===== src/rtl/fixed_point_mul_arbiter_pkg.sv =====
// Shared types for the fixed-point multiplier arbiter: Q16.16 fixed-point
// number format and the operand payload carried by the first pipeline stage.
package fixed_point_mul_arbiter_pkg;

  localparam int FIXED_W          = 32;
  localparam int FIXED_FRACTION_W = 16;

  typedef logic signed [FIXED_W-1:0] fixed_point_t;

  typedef struct packed {
    fixed_point_t op1;
    fixed_point_t op2;
  } mul_stage_t;

endpackage


===== src/rtl/fixed_point_mul_arbiter_if.sv =====
// Request/response bus between the requesters, the response consumer and the
// shared multiplier. The arbiter connects through the slave modport.
interface fixed_point_mul_arbiter_if #(
  parameter int N_REQ = 4
);
  import fixed_point_mul_arbiter_pkg::*;

  localparam int ID_W = $clog2(N_REQ);

  logic [N_REQ-1:0]         req_valid;
  fixed_point_t [N_REQ-1:0] req_op1;
  fixed_point_t [N_REQ-1:0] req_op2;
  logic [N_REQ-1:0]         req_ready;

  logic                     resp_valid;
  logic                     resp_ready;
  logic [ID_W-1:0]          resp_id;
  fixed_point_t             resp_result;
  logic                     resp_overflow;

  modport master (
    output req_valid, req_op1, req_op2, resp_ready,
    input  req_ready, resp_valid, resp_id, resp_result, resp_overflow
  );

  modport slave (
    input  req_valid, req_op1, req_op2, resp_ready,
    output req_ready, resp_valid, resp_id, resp_result, resp_overflow
  );

endinterface


===== src/rtl/fixed_point_mul_arbiter_mul.sv =====
// Combinational signed fixed-point multiplier. The full-width product is
// rescaled by the fraction width and truncated; overflow flags any product
// whose rescaled value does not fit the fixed-point format.
module fixed_point_mul
  import fixed_point_mul_arbiter_pkg::*;
(
  input  fixed_point_t a,
  input  fixed_point_t b,
  output fixed_point_t result,
  output logic         overflow
);

  logic signed [2*FIXED_W-1:0] full;
  logic signed [2*FIXED_W-1:0] shifted;

  // Sign-extend both operands so the low 2*FIXED_W bits are the exact product
  assign full    = $signed({{FIXED_W{a[FIXED_W-1]}}, a}) * $signed({{FIXED_W{b[FIXED_W-1]}}, b});
  assign shifted = full >>> FIXED_FRACTION_W;
  assign result  = shifted[FIXED_W-1:0];

  // Representable only if every bit above the result sign bit copies it
  assign overflow = !((&shifted[2*FIXED_W-1:FIXED_W-1]) || !(|shifted[2*FIXED_W-1:FIXED_W-1]));

endmodule


===== src/rtl/fixed_point_mul_arbiter_rr_arbiter.sv =====
// Generic round-robin arbiter. Searches from the entry after the last winner,
// wrapping by explicit compare so any N (not just powers of two) works.
// The pointer only moves when the caller reports that the grant was taken.
module rr_arbiter #(
  parameter  int N     = 4,
  localparam int IDX_W = $clog2(N)
) (
  input  logic             clk,
  input  logic             reset,
  input  logic [N-1:0]     req,
  input  logic             advance,
  output logic [N-1:0]     grant,
  output logic [IDX_W-1:0] grant_idx
);

  logic [IDX_W-1:0] ptr;
  logic             found;
  int               cand;

  // Pick the first requesting index after ptr, wrapping modulo N
  always_comb begin
    grant     = '0;
    grant_idx = '0;
    found     = 1'b0;
    cand      = 0;
    for (int off = 1; off <= N; off++) begin
      cand = int'(ptr) + off;
      if (cand >= N) cand = cand - N;
      if (!found && req[IDX_W'(cand)]) begin
        found                 = 1'b1;
        grant[IDX_W'(cand)]   = 1'b1;
        grant_idx             = IDX_W'(cand);
      end
    end
  end

  // Remember the last winner; reset to N-1 so index 0 has first priority
  always_ff @(posedge clk) begin
    if (reset) ptr <= IDX_W'(N - 1);
    else if (advance) ptr <= grant_idx;
  end

endmodule


===== src/rtl/fixed_point_mul_arbiter.sv =====
// Shares one combinational fixed-point multiplier between N_REQ requesters.
// Round-robin grant feeds an operand register (S1); the multiplier sits
// between S1 and the result register (S2), which drives the tagged response.
// A sticky flag records any overflowing response that was consumed.
module fixed_point_mul_arbiter
  import fixed_point_mul_arbiter_pkg::*;
#(
  parameter  int N_REQ = 4,
  localparam int ID_W  = $clog2(N_REQ)
) (
  input  logic                      clk,
  input  logic                      reset,
  fixed_point_mul_arbiter_if.slave  bus,
  input  logic                      ovf_clear,
  output logic                      ovf_sticky,
  output logic                      busy
);

  logic             s1_valid;
  mul_stage_t       s1_data;
  logic [ID_W-1:0]  s1_id;

  logic             s2_valid;
  fixed_point_t     s2_result;
  logic             s2_overflow;
  logic [ID_W-1:0]  s2_id;

  logic             s1_en;
  logic             s2_en;
  logic             handshake;
  logic [N_REQ-1:0] grant;
  logic [ID_W-1:0]  grant_idx;

  fixed_point_t     mul_result;
  logic             mul_overflow;

  // A stage may load when it is empty or its contents move on this edge
  assign s2_en     = !s2_valid || bus.resp_ready;
  assign s1_en     = !s1_valid || s2_en;
  assign bus.req_ready = grant & {N_REQ{s1_en}};
  assign handshake = s1_en && (|grant);

  rr_arbiter #(.N(N_REQ)) u_arb (
    .clk       (clk),
    .reset     (reset),
    .req       (bus.req_valid),
    .advance   (handshake),
    .grant     (grant),
    .grant_idx (grant_idx)
  );

  fixed_point_mul u_mul (
    .a        (s1_data.op1),
    .b        (s1_data.op2),
    .result   (mul_result),
    .overflow (mul_overflow)
  );

  // Operand stage: capture the granted requester's operands and tag
  always_ff @(posedge clk) begin
    if (reset) begin
      s1_valid <= 1'b0;
      s1_data  <= '0;
      s1_id    <= '0;
    end else if (s1_en) begin
      s1_valid <= handshake;
      if (handshake) begin
        s1_data.op1 <= bus.req_op1[grant_idx];
        s1_data.op2 <= bus.req_op2[grant_idx];
        s1_id       <= grant_idx;
      end
    end
  end

  // Result stage: register the product; holds while the consumer stalls
  always_ff @(posedge clk) begin
    if (reset) begin
      s2_valid    <= 1'b0;
      s2_result   <= '0;
      s2_overflow <= 1'b0;
      s2_id       <= '0;
    end else if (s2_en) begin
      s2_valid    <= s1_valid;
      s2_result   <= mul_result;
      s2_overflow <= mul_overflow;
      s2_id       <= s1_id;
    end
  end

  // Sticky overflow: a consumed overflowing response beats a clear
  always_ff @(posedge clk) begin
    if (reset) ovf_sticky <= 1'b0;
    else if (s2_valid && bus.resp_ready && s2_overflow) ovf_sticky <= 1'b1;
    else if (ovf_clear) ovf_sticky <= 1'b0;
  end

  assign bus.resp_valid    = s2_valid;
  assign bus.resp_id       = s2_id;
  assign bus.resp_result   = s2_result;
  assign bus.resp_overflow = s2_overflow;
  assign busy              = s1_valid || s2_valid;

endmodule


===== src/flat_wrapper.sv =====
// flat-port wrapper written by rule: the top's interface ports become plain ports
module fixed_point_mul_arbiter_flat import fixed_point_mul_arbiter_pkg::*;
#(
  parameter  int N_REQ = 4,
  localparam int ID_W  = $clog2(N_REQ)
)
  (clk, reset, ovf_clear, ovf_sticky, busy, bus_req_valid, bus_req_op1, bus_req_op2, bus_resp_ready, bus_req_ready, bus_resp_valid, bus_resp_id, bus_resp_result, bus_resp_overflow);
  fixed_point_mul_arbiter_if #(.N_REQ(N_REQ)) bus_i ();
  input  logic clk;
  input  logic reset;
  input  logic ovf_clear;
  output logic ovf_sticky;
  output logic busy;
  input wire logic [$bits(bus_i.req_valid)-1:0] bus_req_valid;
  input wire logic [$bits(bus_i.req_op1)-1:0] bus_req_op1;
  input wire logic [$bits(bus_i.req_op2)-1:0] bus_req_op2;
  input wire logic [$bits(bus_i.resp_ready)-1:0] bus_resp_ready;
  output wire logic [$bits(bus_i.req_ready)-1:0] bus_req_ready;
  output wire logic [$bits(bus_i.resp_valid)-1:0] bus_resp_valid;
  output wire logic [$bits(bus_i.resp_id)-1:0] bus_resp_id;
  output wire logic [$bits(bus_i.resp_result)-1:0] bus_resp_result;
  output wire logic [$bits(bus_i.resp_overflow)-1:0] bus_resp_overflow;
  assign bus_i.req_valid = bus_req_valid;
  assign bus_i.req_op1 = bus_req_op1;
  assign bus_i.req_op2 = bus_req_op2;
  assign bus_i.resp_ready = bus_resp_ready;
  assign bus_req_ready = bus_i.req_ready;
  assign bus_resp_valid = bus_i.resp_valid;
  assign bus_resp_id = bus_i.resp_id;
  assign bus_resp_result = bus_i.resp_result;
  assign bus_resp_overflow = bus_i.resp_overflow;
  fixed_point_mul_arbiter #(.N_REQ(N_REQ)) u_core (.clk(clk), .reset(reset), .bus(bus_i), .ovf_clear(ovf_clear), .ovf_sticky(ovf_sticky), .busy(busy));
endmodule

===== config.mk =====
export PLATFORM = sky130hd
export DESIGN_NAME = fixed_point_mul_arbiter_flat
export DESIGN_NICKNAME = d
export VERILOG_FILES = /design/src/rtl/fixed_point_mul_arbiter_pkg.sv /design/src/rtl/fixed_point_mul_arbiter_if.sv /design/src/rtl/fixed_point_mul_arbiter_mul.sv /design/src/rtl/fixed_point_mul_arbiter_rr_arbiter.sv /design/src/rtl/fixed_point_mul_arbiter.sv /design/src/flat_wrapper.sv
export SDC_FILE = /design/constraint.sdc
export NUM_CORES = 2
export LEC_CHECK = 0
export ABC_AREA = 1
export BUFFER_PORTS_ARGS = -buffer_cell sky130_fd_sc_hd__buf_2
export CAP_MARGIN = 25
export CORE_ASPECT_RATIO = 1.1
export CORE_MARGIN = 2
export CORE_UTILIZATION = 55
export CTS_CLUSTER_SIZE = 20
export DETAILED_ROUTE_END_ITERATION = 16
export HOLD_SLACK_MARGIN = 0.02
export PLACE_DENSITY_LB_ADDON = 0.05
export SYNTH_ARGS = -nofsm -noshare
export SYNTH_HDL_FRONTEND = slang
export SYNTH_SLANG_ARGS = --single-unit

===== constraint.sdc =====
create_clock -name clk -period 7.8 [get_ports clk]
set_input_delay 1.56 -clock clk [delete_from_list [all_inputs] [get_ports clk]]
set_output_delay 1.56 -clock clk [all_outputs]
set_load 0.1 [all_outputs]

* Word-level counts from Yosys, hierarchy flattened
Cells that the tools add are included.
** Storage, ports and cells
- Bits in registers :: 106
- Bits of input ports :: 264
** Cells by class
- $lt $le $gt $ge :: 13
- Bitwise operators :: 4
- Multiplexer cells :: 41
- Reduce and logical (&&, ||, !) cells :: 26
- $mul :: 1
- Add/subtract/negate cells :: 8
** Operator list (number)
- 32-bit binary-select mux with 2-bit select :: 2
- 32-bit by 32-bit multiplier with 64-bit output :: 1
- 32-bit two-way mux :: 2
- 1-bit two-way mux :: 17
- 17-bit AND reduction :: 1
- 17-bit OR reduction :: 1
- 2-bit by 4-bit less-than comparator with 1-bit output, second input constant :: 4
- 2-bit two-way mux :: 8
- 4-bit two-way mux :: 4
- 4-bit bitwise OR :: 3
- 1-bit logical AND :: 10
- 3-bit >= comparator, second input constant :: 3
- 1-bit binary-select mux with 2-bit select :: 4
- 1-bit demux with 2-bit select :: 4
- 2-bit by 1-bit >= comparator with 1-bit output, second input constant :: 4
- 2-bit by 1-bit subtractor with 2-bit output, second input constant :: 4
- 1-bit logical NOT :: 7
- 2-bit by 2-bit adder with 3-bit output, second input constant :: 2
- 2-bit by 3-bit adder with 4-bit output, second input constant :: 1
- 4-bit bitwise AND :: 1
- 4-bit by 3-bit >= comparator with 1-bit output, second input constant :: 1
- 1-bit logical OR :: 4
- 4-bit OR reduction :: 1
- 2-bit by 1-bit adder with 3-bit output, second input constant :: 1
- other kinds (3) :: 3

* Longest topological paths before layout
- Word-level depth :: 19
- Depth in mapped cells :: 40
- Depth with buffers taken out :: 38

* By module
Synthesis repeated with hierarchy kept, for this count alone.
** Unflattened totals
- Cell total of the unflattened synthesis :: 6363
- Area total of the unflattened synthesis :: 46004.1 sq um
** By module, submodules not included
- fixed_point_mul :: area each 38289.2 sq um, instances 1, seq. area each 0.0 sq um, cells each 4921
- fixed_point_mul_arbiter :: area each 7058.0 sq um, instances 1, seq. area each 2082.0 sq um, cells each 1343
- rr_arbiter :: area each 656.9 sq um, instances 1, seq. area each 40.0 sq um, cells each 99

* Least setup slack after synthesis
OpenSTA, ideal clock, no wires.
- Kind :: register -> register
- Start :: register u_core.s1_data[63] (netlist bit)
- End :: register u_core.s2_overflow (netlist: u_core.bus.resp_overflow)
- Library setup time :: 109 ps
- Slack :: 206 ps
- Stages on the path, launching flop included :: 34
- Arrival :: 7485 ps
- Path through :: dfxtp_1 clkbuf_1 nand2_1 inv_1 fa_1 inv_1 fa_1 inv_1 fa_1 fa_1 inv_1 fa_1 fa_1 fa_1 fa_1 inv_1 ha_1 nand2_1 nor2_1 inv_1 nor3_1 nand3_1 o21ai_1 nor2_1 nand2_1 nand2_1 nand2_1 nand3_1 nor2_1 nand2_1 nand2_1 nand3_1 nand2_1 inv_1
** On the way
- Cells in the longest elaborated chain, start to end :: 5
** Ends and longest elaborated chain
- start, declared :: line fixed_point_mul_arbiter.sv:20 : mul_stage_t s1_data;
- 32-bit by 32-bit multiplier with 64-bit output (*) :: line fixed_point_mul_arbiter_mul.sv:17 : assign full = $signed({{FIXED_W{a[FIXED_W-1]}}, a}) * $signed({{FIXED_W{b[FIXED_W-1]}}, b});
- 17-bit OR reduction :: line fixed_point_mul_arbiter_mul.sv:22 : assign overflow = !((&shifted[2*FIXED_W-1:FIXED_W-1]) || !(|shifted[2*FIXED_W-1:FIXED_W-1]));
- 1-bit logical NOT :: line fixed_point_mul_arbiter_mul.sv:22
- 1-bit logical OR (*) :: line fixed_point_mul_arbiter_mul.sv:22
- 1-bit logical NOT (*) :: line fixed_point_mul_arbiter_mul.sv:22
- end signal, assigned :: line fixed_point_mul_arbiter.sv:85 : s2_overflow <= mul_overflow;
- end, declared :: line fixed_point_mul_arbiter.sv:25 : logic s2_overflow;
Every way passes the cells marked *; elsewhere a longest branch is shown, timed or not.
A chain may end at the register's enable or synchronous reset.

* Worst setup path after layout
Same ends and word-level chain as after synthesis.

==> out/qor.txt <==
Area growth syn-to-layout: 10.1%
slowest stage delay, CP: 0.61 ns
Commonest cells post-synth: 1,682 x inv_1, 1,460 x nand2_1, 1,081 x fa_1
crit path max fanout: 21
minimum clock period: 7.56 ns
final hold violation count: 0
status: completed
Slew @ Worst Pin: 0.794 ns
Skew-Pair Late Insertion Delay: 0.41 ns
fin nets: 7,683
count leader, synth: inv_1
Final Cycle Share: 0.969
Mapped Nets: 7,475
Die ar.: 83,200 µm²
Worst Setup End Kind: flip-flop
Die H: 302 µm
required time worst endpoint: 8.11 ns
site row count: 109
initial antenna violation count: 5
PnR worst setup slack: 0.241 ns
Util after Layout: 0.611
Yosys top cell by area: fa_1
total wire length: 135,000 µm
post-cts hold buffer count: 0
GPL Wtd Cong: 0.986
Fillers: 7,575
port buffer count: 305
most frequent CP cell: nand2_1
Post-synth ARST share: 0
Post-synth EDFFs: 0
dpl ws: -0.125 ns
initial DRC count: 2,670
yosys warns: 0
Synth area leaders: fa_1 49%, inv_1 14%, nand2_1 12%
first-pass GRT wire length: 218,000 µm
initial core utilization: 0.555
post-DP HPWL: 113,000 µm
Max Buffers Root-to-Sink: 2
WL/cell: 18.7 µm
I/O pin cnt: 306
sequential fraction of the synthesis area: 0.0477
Max-Cap Viols: 0
Mapped Avg Cell Area: 7.49 µm²
CTS sink count: 106
drt drc: 0
unrepaired setup endpoints after global routing: yes
crit path DAT: 7.87 ns
Worst-path clk slew: 0.09 ns
Core ar.: 80,200 µm²
max-slew violation count: 0
CTS tree: done
Clock H-tree levels: 3
ys flop type: dfxtp_1
Post-DRT Antenna Nets: 0
critical path launch point type: flip-flop
vias in the first global route: 39.4k
CTS Root Cell: clkbuf_16
setup violators final: 0
Cell variety after synth: 39
GRT overflow: 0
gr usage total: 0.342
Design Area, Final: 49,000 µm²
register-to-register setup slack: 0.24 ns
DRT Pass-1 Iters: 8
Slew headroom: 0.471
clk_skew: 0.00807 ns
Yosys reg bits: 106
Worst Path Buf+Inv: 7
Hold Path Class: flip-flop to flip-flop
vias per cell: 5.14
share of the synthesized area in the top cell type: 0.486
clock buffers created by TritonCTS: 9
layout cells sized above 1: 0.103
total number of vias: 37.0k
pin count of the biggest net entering global routing: 115
Max Freq: 0.132 GHz
CP max stage cell: fa_1
Mapped Cells: 5,942
WS Path Type: flip-flop to flip-flop
Top delay family on crit path: adder cells
die width: 275 µm
Cell Area, Placed: 48,300 µm²
synthesized area: 44,500 µm²
layer usage:
layer / global-route usage / vias to the layer above / wire length, µm
met2: 0.593 / 1161 / 67200
met3: 0.0316 / 260 / 7580
met4: 0.121 / 4 / 5410
met1: 0.450 / 18500 / 54800
li1: - / 17100 / -
met5: 0 / - / 27
flip-flops by register name (all words and copies together) (netlist names):
| register | count |
|---|---|
| u_core.s1_data | 64 |
| u_core.ovf_sticky | 1 |
| u_core.bus.resp_valid | 1 |
| u_core.bus.resp_overflow | 1 |
| u_core.u_arb.ptr | 2 |
| u_core.s1_valid | 1 |
| u_core.bus.resp_result | 32 |
| u_core.bus.resp_id | 2 |
| u_core.s1_id | 2 |
layout by cell type (no fill, tap or decap), types with 12 or more instances in the layout:
master	count
a21oi_1	76
a21oi_2	12
buf_12	56
buf_2	305
buf_4	140
dfxtp_1	95
fa_1	1075
ha_1	180
inv_1	1676
nand2_1	1452
nand2_2	13
nand3_1	61
nor2_1	453
nor2_2	18
o21ai_0	123
o21ai_1	205
o21bai_1	35
or2_2	14
xnor2_1	15
xor2_1	26
kinds of logic after synthesis:
group,synth area share
buf+inv,0.171
simple gates,0.178
compound gates,0.0564
flops,0.0477
xor+xnor,0.00807
fa+ha+maj,0.539
path summary, 6_finish.rpt:
kind,startpoint,end,depth (start not counted)
worst min-delay path,u_core.s1_id[0],u_core.s1_id[0],2
worst max register to register,u_core.s1_data[63],u_core.bus.resp_overflow,33
worst min register to register,u_core.s1_id[0],u_core.s1_id[0],2
worst max-delay path,u_core.s1_data[63],u_core.bus.resp_overflow,33
stage by stage:
step	std cells	hold WS (ns)	TNS, ns
floorplan	5942	0.434	0
global placement	7188	0.452	-0.115
detailed placement	7188	0.452	-0.125
CTS	7205	0.470	0
global route	7212	0.488	-0.0959
finish	7212	0.469	0
worst register-to-register path: cells and delay by family, from the launching register on:
family	cells	cell delay (ns)
simple gates	17	1.88
fa+ha+maj	9	4.44
flops	1	0.37
buf+inv	7	0.75
cell type report:
class                           instances  area, µm²  share of cell area
Clock buffer                            9        225             0.00459
Sequential cell                       106       2150              0.0438
Inverter                             1690       6350               0.130
Multi-Input combinational cell       3831      35000               0.714
Tap cell                             1054       1320              0.0269
Timing Repair Buffer                  512       3880              0.0792
Clock inverter                          7       88.8             0.00181
Antenna cell                            3       7.51            0.000153
repair_timing:
| action | 4_1_cts | 5_1_grt |
|---|---|---|
| gates resized for setup | 5 | 96 |
| endpoints found under the setup margin | 1 | 8 |
| cloned | 0 | 2 |
| buffers inserted | 1 | 1 |
| pin swaps | 0 | 12 |
Power is left out: the tool's default activity adds up to more than one toggle a clock period on the data nets, which glitch-free logic cannot reach.
